[config.mk]
export PLATFORM = sky130hd
export DESIGN_NAME = pe_array_drain
export DESIGN_NICKNAME = d
export VERILOG_FILES = /design/src/rtl/pe_array_drain.sv
export SDC_FILE = /design/constraint.sdc
export NUM_CORES = 1
export LEC_CHECK = 0
export BUFFER_PORTS_ARGS = -buffer_cell sky130_fd_sc_hd__buf_2
export CAP_MARGIN = 25
export CORE_MARGIN = 4
export CORE_UTILIZATION = 50
export CTS_CLUSTER_DIAMETER = 120
export DETAILED_ROUTE_END_ITERATION = 8
export GPL_TIMING_DRIVEN = 0
export PLACE_DENSITY = 0.72
export SLEW_MARGIN = 10
export SYNTH_ARGS = -nofsm -noshare
export SYNTH_HDL_FRONTEND = slang
export SYNTH_SLANG_ARGS = --single-unit
[constraint.sdc]
create_clock -name CLK -period 2.4 [get_ports CLK]
set_input_delay 0.24 -clock CLK [delete_from_list [all_inputs] [get_ports CLK]]
set_output_delay 0.24 -clock CLK [all_outputs]
set_load 0.02 [all_outputs]
[src/rtl/pe_array_drain.sv]
// pe_array_drain: output-side collector for the PE_array systolic array.
//
// The array emits column j of each result row j cycles after column 0.
// Each column is delayed by (NUM2-1-j) EN-qualified register stages so that
// every column of a row lines up. A small FSM decides which aligned cycles
// carry real rows. Those rows go into a DEPTH-entry FIFO that drains
// downstream through a valid/ready handshake.
//
// Optional build macro: DRAIN_RELU_EN. When it is defined, each column is
// treated as a signed SUM_W value and clamped to 0 at the FIFO write port.
//
// Ports:
//   CLK, RESET      clock (rising edge), asynchronous active-low reset
//   EN              capture-side enable, shared with PE_array. Low freezes
//                   the FSM, the counters and the deskew lines.
//   START           one-cycle pulse that begins a tile
//   NUM_ROWS        rows in the tile (0 = empty tile)
//   ARRAY_DLY       EN cycles from START until column 0 of row 0 appears
//   in_sum_bottom   skewed column sums; column j at [j*SUM_W +: SUM_W]
//   row_data/row_valid/row_ready/row_last
//                   downstream row handshake; row_last marks the final row
//   busy            FSM is not idle
//   done            one-cycle pulse when capture of a tile completes
//   overflow        sticky; a row was dropped on a full FIFO.
//                   Cleared by the next accepted START.
module pe_array_drain #(
   parameter int NUM2  = 2,
   parameter int SUM_W = 16,
   parameter int DEPTH = 4
) (
   input  logic                  CLK,
   input  logic                  RESET,
   input  logic                  EN,
   input  logic                  START,
   input  logic [7:0]            NUM_ROWS,
   input  logic [7:0]            ARRAY_DLY,
   input  logic [NUM2*SUM_W-1:0] in_sum_bottom,
   output logic [NUM2*SUM_W-1:0] row_data,
   output logic                  row_valid,
   input  logic                  row_ready,
   output logic                  row_last,
   output logic                  busy,
   output logic                  done,
   output logic                  overflow
);
   localparam int AW = $clog2(DEPTH);
   localparam int DW = NUM2 * SUM_W;

   typedef enum logic [1:0] {S_IDLE, S_WAIT, S_CAPTURE} state_t;

   state_t        state_q, state_d;
   logic [15:0]   wait_q, wait_d;
   logic [7:0]    rows_q, rows_d;
   logic [7:0]    rcnt_q, rcnt_d;
   logic          done_q, done_d;
   logic          ovf_q;
   logic          ovf_clr;
   logic          push, push_last, push_ok, pop, full;
   logic [15:0]   wait_load;

   logic [NUM2-1:0][SUM_W-1:0] aligned;
   logic [NUM2-1:0][SUM_W-1:0] wr_row;

   logic [DW:0]   mem_q [DEPTH];
   logic [AW-1:0] wptr_q, rptr_q;
   logic [AW:0]   cnt_q;

   // ---------------- deskew ----------------
   for (genvar j = 0; j < NUM2; j++) begin : g_col
      localparam int ST = NUM2 - 1 - j;
      if (ST == 0) begin : g_pass
         assign aligned[j] = in_sum_bottom[j*SUM_W +: SUM_W];
      end else begin : g_dly
         logic [ST-1:0][SUM_W-1:0] dly_q;
         always_ff @(posedge CLK or negedge RESET) begin
            if (!RESET) begin
               dly_q <= '0;
            end else if (EN) begin
               dly_q[0] <= in_sum_bottom[j*SUM_W +: SUM_W];
               for (int s = 1; s < ST; s++) dly_q[s] <= dly_q[s-1];
            end
         end
         assign aligned[j] = dly_q[ST-1];
      end
   end

   always_comb begin
      wr_row = '0;
      for (int j = 0; j < NUM2; j++) begin
`ifdef DRAIN_RELU_EN
         wr_row[j] = aligned[j][SUM_W-1] ? '0 : aligned[j];
`else
         wr_row[j] = aligned[j];
`endif
      end
   end

   // ---------------- FSM ----------------
   // The first aligned row is valid ARRAY_DLY+NUM2-1 EN-cycles after START.
   // The START cycle itself counts as the first of those cycles. When the
   // total is 0 (NUM2=1, ARRAY_DLY=0), the FSM treats it as 1.
   assign wait_load = 16'(ARRAY_DLY) + 16'(NUM2 - 1);

   always_comb begin
      state_d   = state_q;
      wait_d    = wait_q;
      rows_d    = rows_q;
      rcnt_d    = rcnt_q;
      done_d    = 1'b0;
      ovf_clr   = 1'b0;
      push      = 1'b0;
      push_last = 1'b0;
      if (EN) begin
         case (state_q)
            S_IDLE: begin
               if (START) begin
                  rows_d  = NUM_ROWS;
                  rcnt_d  = '0;
                  ovf_clr = 1'b1;
                  if (NUM_ROWS == 8'd0) begin
                     done_d = 1'b1;
                  end else if (wait_load <= 16'd1) begin
                     state_d = S_CAPTURE;
                  end else begin
                     state_d = S_WAIT;
                     wait_d  = wait_load - 16'd1;
                  end
               end
            end
            S_WAIT: begin
               wait_d = wait_q - 16'd1;
               if (wait_q == 16'd1) state_d = S_CAPTURE;
            end
            S_CAPTURE: begin
               push      = 1'b1;
               push_last = (rcnt_q == rows_q - 8'd1);
               rcnt_d    = rcnt_q + 8'd1;
               if (push_last) begin
                  state_d = S_IDLE;
                  done_d  = 1'b1;
               end
            end
            default: state_d = S_IDLE;
         endcase
      end
   end

   always_ff @(posedge CLK or negedge RESET) begin
      if (!RESET) begin
         state_q <= S_IDLE;
         wait_q  <= '0;
         rows_q  <= '0;
         rcnt_q  <= '0;
         done_q  <= 1'b0;
      end else begin
         state_q <= state_d;
         wait_q  <= wait_d;
         rows_q  <= rows_d;
         rcnt_q  <= rcnt_d;
         done_q  <= done_d;
      end
   end

   // ---------------- FIFO ----------------
   // The array cannot be stalled. A push into a full FIFO succeeds only when
   // a pop frees a slot in the same cycle. Otherwise the row is dropped and
   // overflow is flagged.
   assign full    = (cnt_q == (AW+1)'(DEPTH));
   assign pop     = row_valid && row_ready;
   assign push_ok = push && (!full || pop);

   always_ff @(posedge CLK) begin
      if (push_ok) mem_q[wptr_q] <= {push_last, wr_row};
   end

   always_ff @(posedge CLK or negedge RESET) begin
      if (!RESET) begin
         wptr_q <= '0;
         rptr_q <= '0;
         cnt_q  <= '0;
         ovf_q  <= 1'b0;
      end else begin
         if (push_ok) wptr_q <= wptr_q + AW'(1);
         if (pop)     rptr_q <= rptr_q + AW'(1);
         case ({push_ok, pop})
            2'b10:   cnt_q <= cnt_q + (AW+1)'(1);
            2'b01:   cnt_q <= cnt_q - (AW+1)'(1);
            default: cnt_q <= cnt_q;
         endcase
         if (ovf_clr)                     ovf_q <= 1'b0;
         else if (push && full && !pop)   ovf_q <= 1'b1;
      end
   end

   // The storage has no reset, so the head entry is gated until a row is
   // present. This keeps the outputs at zero after reset.
   assign row_valid = (cnt_q != '0);
   assign row_data  = row_valid ? mem_q[rptr_q][DW-1:0] : '0;
   assign row_last  = row_valid ? mem_q[rptr_q][DW]     : 1'b0;
   assign busy      = (state_q != S_IDLE);
   assign done      = done_q;
   assign overflow  = ovf_q;

endmodule

==> results of run 1 <==
[area by class of cell]
type                            instances  area [µm²]  share of cell area
Tap cell                              220         275              0.0275
Antenna cell                            1        2.50            0.000250
Buffer                                 33         183              0.0182
Inverter                               21        78.8             0.00787
Timing Repair Buffer                   92         498              0.0498
Clock buffer                           18         429              0.0429
Multi-Input combinational cell        372        2950               0.295
Clock inverter                         14         149              0.0149
Sequential cell                       191        5440               0.544
[through the flow]
step / setup TNS [ns] / total power (µW) / cell area [µm²]
after CTS: 0 / 12100 / 9920
final: 0 / 12100 / 10000
after global placement: -98.39 / 9170 / 9300
after floorplan: 0 / 7990 / 8610
after global routing: 0 / 12800 / 10000
after detailed placement: -102.85 / 9330 / 9310
[cells in the mapped netlist, types with 10 or more instances]
cell type  instances
nor2_1            36
mux4_2            33
clkbuf_1          27
xor2_1            10
ha_1              10
nand2_1           48
edfxtp_1         132
a21oi_1           16
nor4_1            10
inv_1             21
xnor2_1           15
dfrtp_1           59
and2_1            38
mux2_2            16
nand3_1           14
o21ai_0           33
[timing repair]
item,4_1_cts,5_1_grt
hold endpoints to repair,59,0
buffers inserted,0,7
pin swaps,0,3
setup endpoints to repair,165,170
resized for setup,18,14
hold buffers,1,0
[logic make-up (layout without fill, tap and decap cells)]
group	Yosys count	after routing	share of synthesized area
compound gates	93	93	0.0711
simple gates	191	191	0.116
flops	191	191	0.632
other cells	0	1	0
mux	52	52	0.111
fa+ha+maj	11	11	0.0169
buf+inv	57	178	0.0276
xor+xnor	25	25	0.0255
[metal layers]
layer  track usage  part of all wire  vias to the layer above
li1              -                 -                     2560
met1         0.235              0.43                     2701
met2         0.303              0.50                      165
met3        0.0434             0.057                       22
met4        0.0515             0.014                        0
met5             0                 0                        -
[tightest hold or removal path: cells and delay by family]
kind	cells	cell delay [ns]
simple gates	2	0.09
buf+inv	1	0.09
[registers in the layout, summed over array words and instances, names as in the netlist]
register and flops:
rcnt_q 8, g_col.g_dly.dly_q 16, state_q 2, rptr_q 2
mem_q 132, rows_q 8, wptr_q 2, cnt_q 3
overflow 1, done 1, wait_q 16
[how the worst max path moves through the flow]
stage,slack [ns],endpoint,startpoint
floorplan,0.01,cnt_q[2],EN
global placement,-0.72,mem_q[1][18],EN
detailed placement,-0.75,mem_q[2][18],EN
CTS,0.001,row_data[6],rptr_q[0]
global route,0.01,row_data[12],cnt_q[2]
finish,0.07,wait_q[13],wait_q[2]
[report_power, final]
part	internal, µW	switching, µW	leakage, µW
Clock	1390	1300	0.000286
Sequential	4410	442	0.00193
Combinational	1990	2550	0.00153
Total	7800	4290	0.00375
==> results.toml, run 1 <==
[power]
power_density_mw_per_mm2 = 1210
vdd_ir_drop_max_mv = 0.686
leakage_uw = 0.00375

[synthesis]
synth_edf_count = 132
syn_avg_cell_area_um2 = 13.9
synth_top_cell_by_area = "edfxtp_1"
synthTopCellsByArea = "edfxtp_1 46%, dfrtp_1 17%, mux4_2 8.6%"
yosysSeqAreaShare = 0.632
syn_area_mm2 = 0.00860
ys_types = 63
ys_warn_count = 0
synth_fp_nets = 684
synth_ff_type = "edfxtp_1"
ys_ff_latch = 191
synth_top_cell_area_share = 0.461
async_flop_share = 0.309
synthCells = 620

[status]
outcome = "finished clean"

[floorplanning]
die_h_um = 139
coreArea_mm2 = 0.0167
rows = 47
die_area_mm2 = 0.0194
initial_utilization = 0.515
die_w_um = 139
io_pins = 90

[worst_setup_path]
cp_max_fo = 6
slowest_stage = "or4_4"
path_cells = "or4_4, or3_1, buf_6, nor3_4, and3_1, nor2_1, a222oi_1"
crit_buf_inv = 1
crit_type = "flop to flop"
path_depth = 7
startpoint_type = "flop"
required_ns = 2.71
crit_family = "simple AND/OR/NAND/NOR gates"
r2r_cells = 7
critPathMaxStageDelay_ns = 0.54
regToRegStartpoint = "wait_q[2]"
crit_arrival_ns = 2.63
timing.rr.end = "wait_q[13]"
end_kind = "flop"
ff2ff_setup_slack_ns = 0.07

[placed_design]
gp_congestion = 0.861
numPortBuffers = 84
dp_cells = 924
hpwlAfterDp_um = 11100
place_ws_ns = -0.749

[grt]
grt_pass1_wl_um = 27600
gr-usage-all-layers = 0.180
grt_max_degree = 60
antenna_found_initial = 0
gr-total-overflow = 0
grt_pass1_vias = 5481

[clock_network]
insertion_delay_ns = 0.43
clock_tree.root_cell = "clkbuf_16"
htree_levels = 4
path_clk_slew_ns = 0.07
numCtsBuffers = 17
ctsLongestPathBuffers = 2
tritoncts = "yes"
clock-sinks = 191

[sta]
finalMaxSlewViolations = 0
slew_headroom = 0.469
min_period_over_period = 0.969
fin_ws_ns = 0.0743
rsz0062_at_grt = "false"
clock.fmax_ghz = 0.430
final.setup_skew_ns = 0.00702
worst_pin_slew_ns = 0.796
hold_viol = 0
finalCriticalPeriod_ns = 2.33
hold_slack_ns = 0.0178
setup_viol = 0

[layout]
fill_cells = 1292
nets = 792
fin_cells = 962
area_delta_synth_final_pct = 16.4
drive_above_1_share = 0.274
final_core_util = 0.599
final_cell_mix = "132 x edfxtp_1, 85 x buf_2, 56 x dfrtp_1"
final_common_cell = "edfxtp_1"

[detailed_routing]
vias = 5448
viasPerCell = 5.66
wire_per_inst_um = 17.6
routed_wirelength_um = 16900
drc = 0
drt_iter0_markers = 422
antenna_left = 0
dr.pass1.iters = 7

[min_path]
min_path_type = "input port to flop"
hold_end = "rows_q[2]"
holdPathStages = 3
worstHoldStart = "NUM_ROWS[2]"

[run]
maxCapViolCount = 0
Power figures use the tool's default switching activity.
==> run 2, diff against run 1 <==
--- a/config.mk
+++ b/config.mk
@@ -9,6 +9,7 @@
 export CAP_MARGIN = 25
 export CORE_MARGIN = 4
 export CORE_UTILIZATION = 50
+export CTS_BUF_LIST = sky130_fd_sc_hd__clkbuf_2
 export CTS_CLUSTER_DIAMETER = 120
 export DETAILED_ROUTE_END_ITERATION = 8
 export GPL_TIMING_DRIVEN = 0
==> run 2 against run 1 <==
  * The run now ends with negative setup slack left
  * Clock power fell by 43%
  * Die area did not move
  * Combinational power rose by 34%
  * Sequential power barely moved
  * Power rose by 3.1%
  * Clock skew rose by 0.024 ns
  * Fmax fell by 9.1%
  * Wire length rose by 12%
  * Critical endpoint is now row_data[16]
  * Largest power group is now combinational logic
==> results.toml, run 2 (same netlist as run 1, synthesis figures left out) <==
[layout]
top_register = "mem_q"
drive_above_1_share = 0.310
fill_cells = 1210
final_cell_mix = "132 x edfxtp_1, 56 x dfrtp_1, 52 x buf_2"
fin_cells = 1027
area_delta_synth_final_pct = 23.9
seq_area_mm2 = 0.00544
reg.largest.list = "mem_q: 132 flops, g_col.g_dly.dly_q: 16 flops, wait_q: 16 flops"
finalInstanceArea_mm2 = 0.0107
multiInputGateArea_mm2 = 0.00307
nets = 858
n_antenna_cell = 0
largest_reg_flops = 132
final_common_cell = "edfxtp_1"

[placed_design]
dp_cells = 924
gp_congestion = 0.861
hpwlAfterDp_um = 11100
placed_area_mm2 = 0.00931
numPortBuffers = 84
place_ws_ns = -0.749

[worst_setup_path]
ff2ff_setup_slack_ns = 0.09
r2r_cells = 7
regToRegStartpoint = "wait_q[2]"
crit_type = "flop to primary output"
crit_arrival_ns = 2.32
timing.rr.end = "wait_q[13]"
required_ns = 2.16
startpoint_type = "flop"
end_kind = "primary output"
cp_max_fo = 5

[clock_network]
numCtsBuffers = 17
clock_tree.root_cell = "clkbuf_2"
tritoncts = "yes"
clock-sinks = 191
insertion_delay_ns = 0.77
htree_levels = 4
path_clk_slew_ns = 0.27
ctsLongestPathBuffers = 2

[status]
outcome = "finished with violations"
violations = "negative setup slack"

[sta]
slew_headroom = 0.434
clock.fmax_ghz = 0.391
rsz0062_at_grt = "true"
worst_pin_slew_ns = 0.849
fin_ws_ns = -0.157
min_period_over_period = 1.07
finalCriticalPeriod_ns = 2.56
finalMaxSlewViolations = 0
setup_viol = 33
hold_viol = 0
final.setup_skew_ns = 0.0306

[detailed_routing]
vias = 5823
dr.pass1.iters = 5
viasPerCell = 5.67
routed_wirelength_um = 18900
drc = 0
antenna_left = 0
drt_iter0_markers = 413
wire_per_inst_um = 18.4

[grt]
gr-total-overflow = 0
grt_pass1_vias = 5809
grt_pass1_wl_um = 30300
antenna_found_initial = 0
gr-usage-all-layers = 0.199
grt_max_degree = 60

[run]
maxCapViolCount = 0

[floorplanning]
initial_utilization = 0.515
rows = 47
coreArea_mm2 = 0.0167
die_area_mm2 = 0.0194
die_w_um = 139
die_h_um = 139
io_pins = 90

[power]
leakage_uw = 0.00404
power_density_mw_per_mm2 = 1170
vdd_ir_drop_max_mv = 0.747

[min_path]
min_path_type = "input port to async pin"
==> run 2: cell count changes in the layout (fill, tap and decap cells not counted), sizes merged <==
cell,change
buf,+13
clkbuf,-2
and2,+4
dlygate4sd3,+50
or3,+1
diode,-1
==> run 2: repair_timing <==
action	in CTS	in global routing
gates resized for setup	133	14
buffers inserted	10	7
hold buffers	49	2
hold endpoints to repair	161	2
cloned	7	1
pin swaps	31	4
setup endpoints to repair	168	72
==> run 2: how the worst max path moves through the flow <==
| stage | startpoint | endpoint | slack (ns) | depth (start not counted) |
|---|---|---|---|---|
| after floorplan | EN | cnt_q[2] | 0.01 | 10 |
| after global placement | EN | mem_q[1][18] | -0.72 | 7 |
| after detailed placement | EN | mem_q[2][18] | -0.75 | 7 |
| after CTS | rptr_q[0] | row_data[10] | -0.22 | 5 |
| after global routing | rptr_q[0] | row_data[27] | -0.32 | 5 |
| final | rptr_q[0] | row_data[16] | -0.16 | 5 |
==> run 2: power by group <==
group | switching, µW | total (µW) | internal, µW
combinational | 2930 | 6100 | 3170
sequential | 438 | 4840 | 4400
clock | 1180 | 1530 | 349
total | 4560 | 12500 | 7910
==> run 2: area by class of cell <==
cell class / count / area share
plain buffers: 32 / 0.0205
clock buffers: 18 / 0.00845
clock inverters: 14 / 0.0140
inverters: 21 / 0.00740
multi-input cells: 377 / 0.288
flip-flops and latches: 191 / 0.511
well taps: 220 / 0.0258
repair buffers: 154 / 0.125
==> run 2: metal layers <==
| layer | track usage | wire [µm] |
|---|---|---|
| met1 | 0.261 | 7830 |
| met2 | 0.340 | 9780 |
| met3 | 0.0476 | 1130 |
| met4 | 0.0438 | 192 |
| met5 | 0 | 0 |
==> run 2: critical path, stage by stage, from the launching register on <==
cell,delay [ns]
dfrtp_2,0.49
buf_8,0.16
buf_16,0.13
mux4_2,0.51
and2_4,0.16
buf_6,0.12
==> run 2: through the flow <==
step                hold slack (ns)   util  setup TNS, ns  power (µW)
floorplan                   -0.0556      -              0        7990
global placement              0.448  0.557         -98.39        9170
detailed placement            0.374  0.557        -102.85        9330
CTS                         0.00205  0.633          -6.41       12400
global route                 0.0288  0.638          -9.53       13200
finish                       0.0423  0.638          -3.63       12500
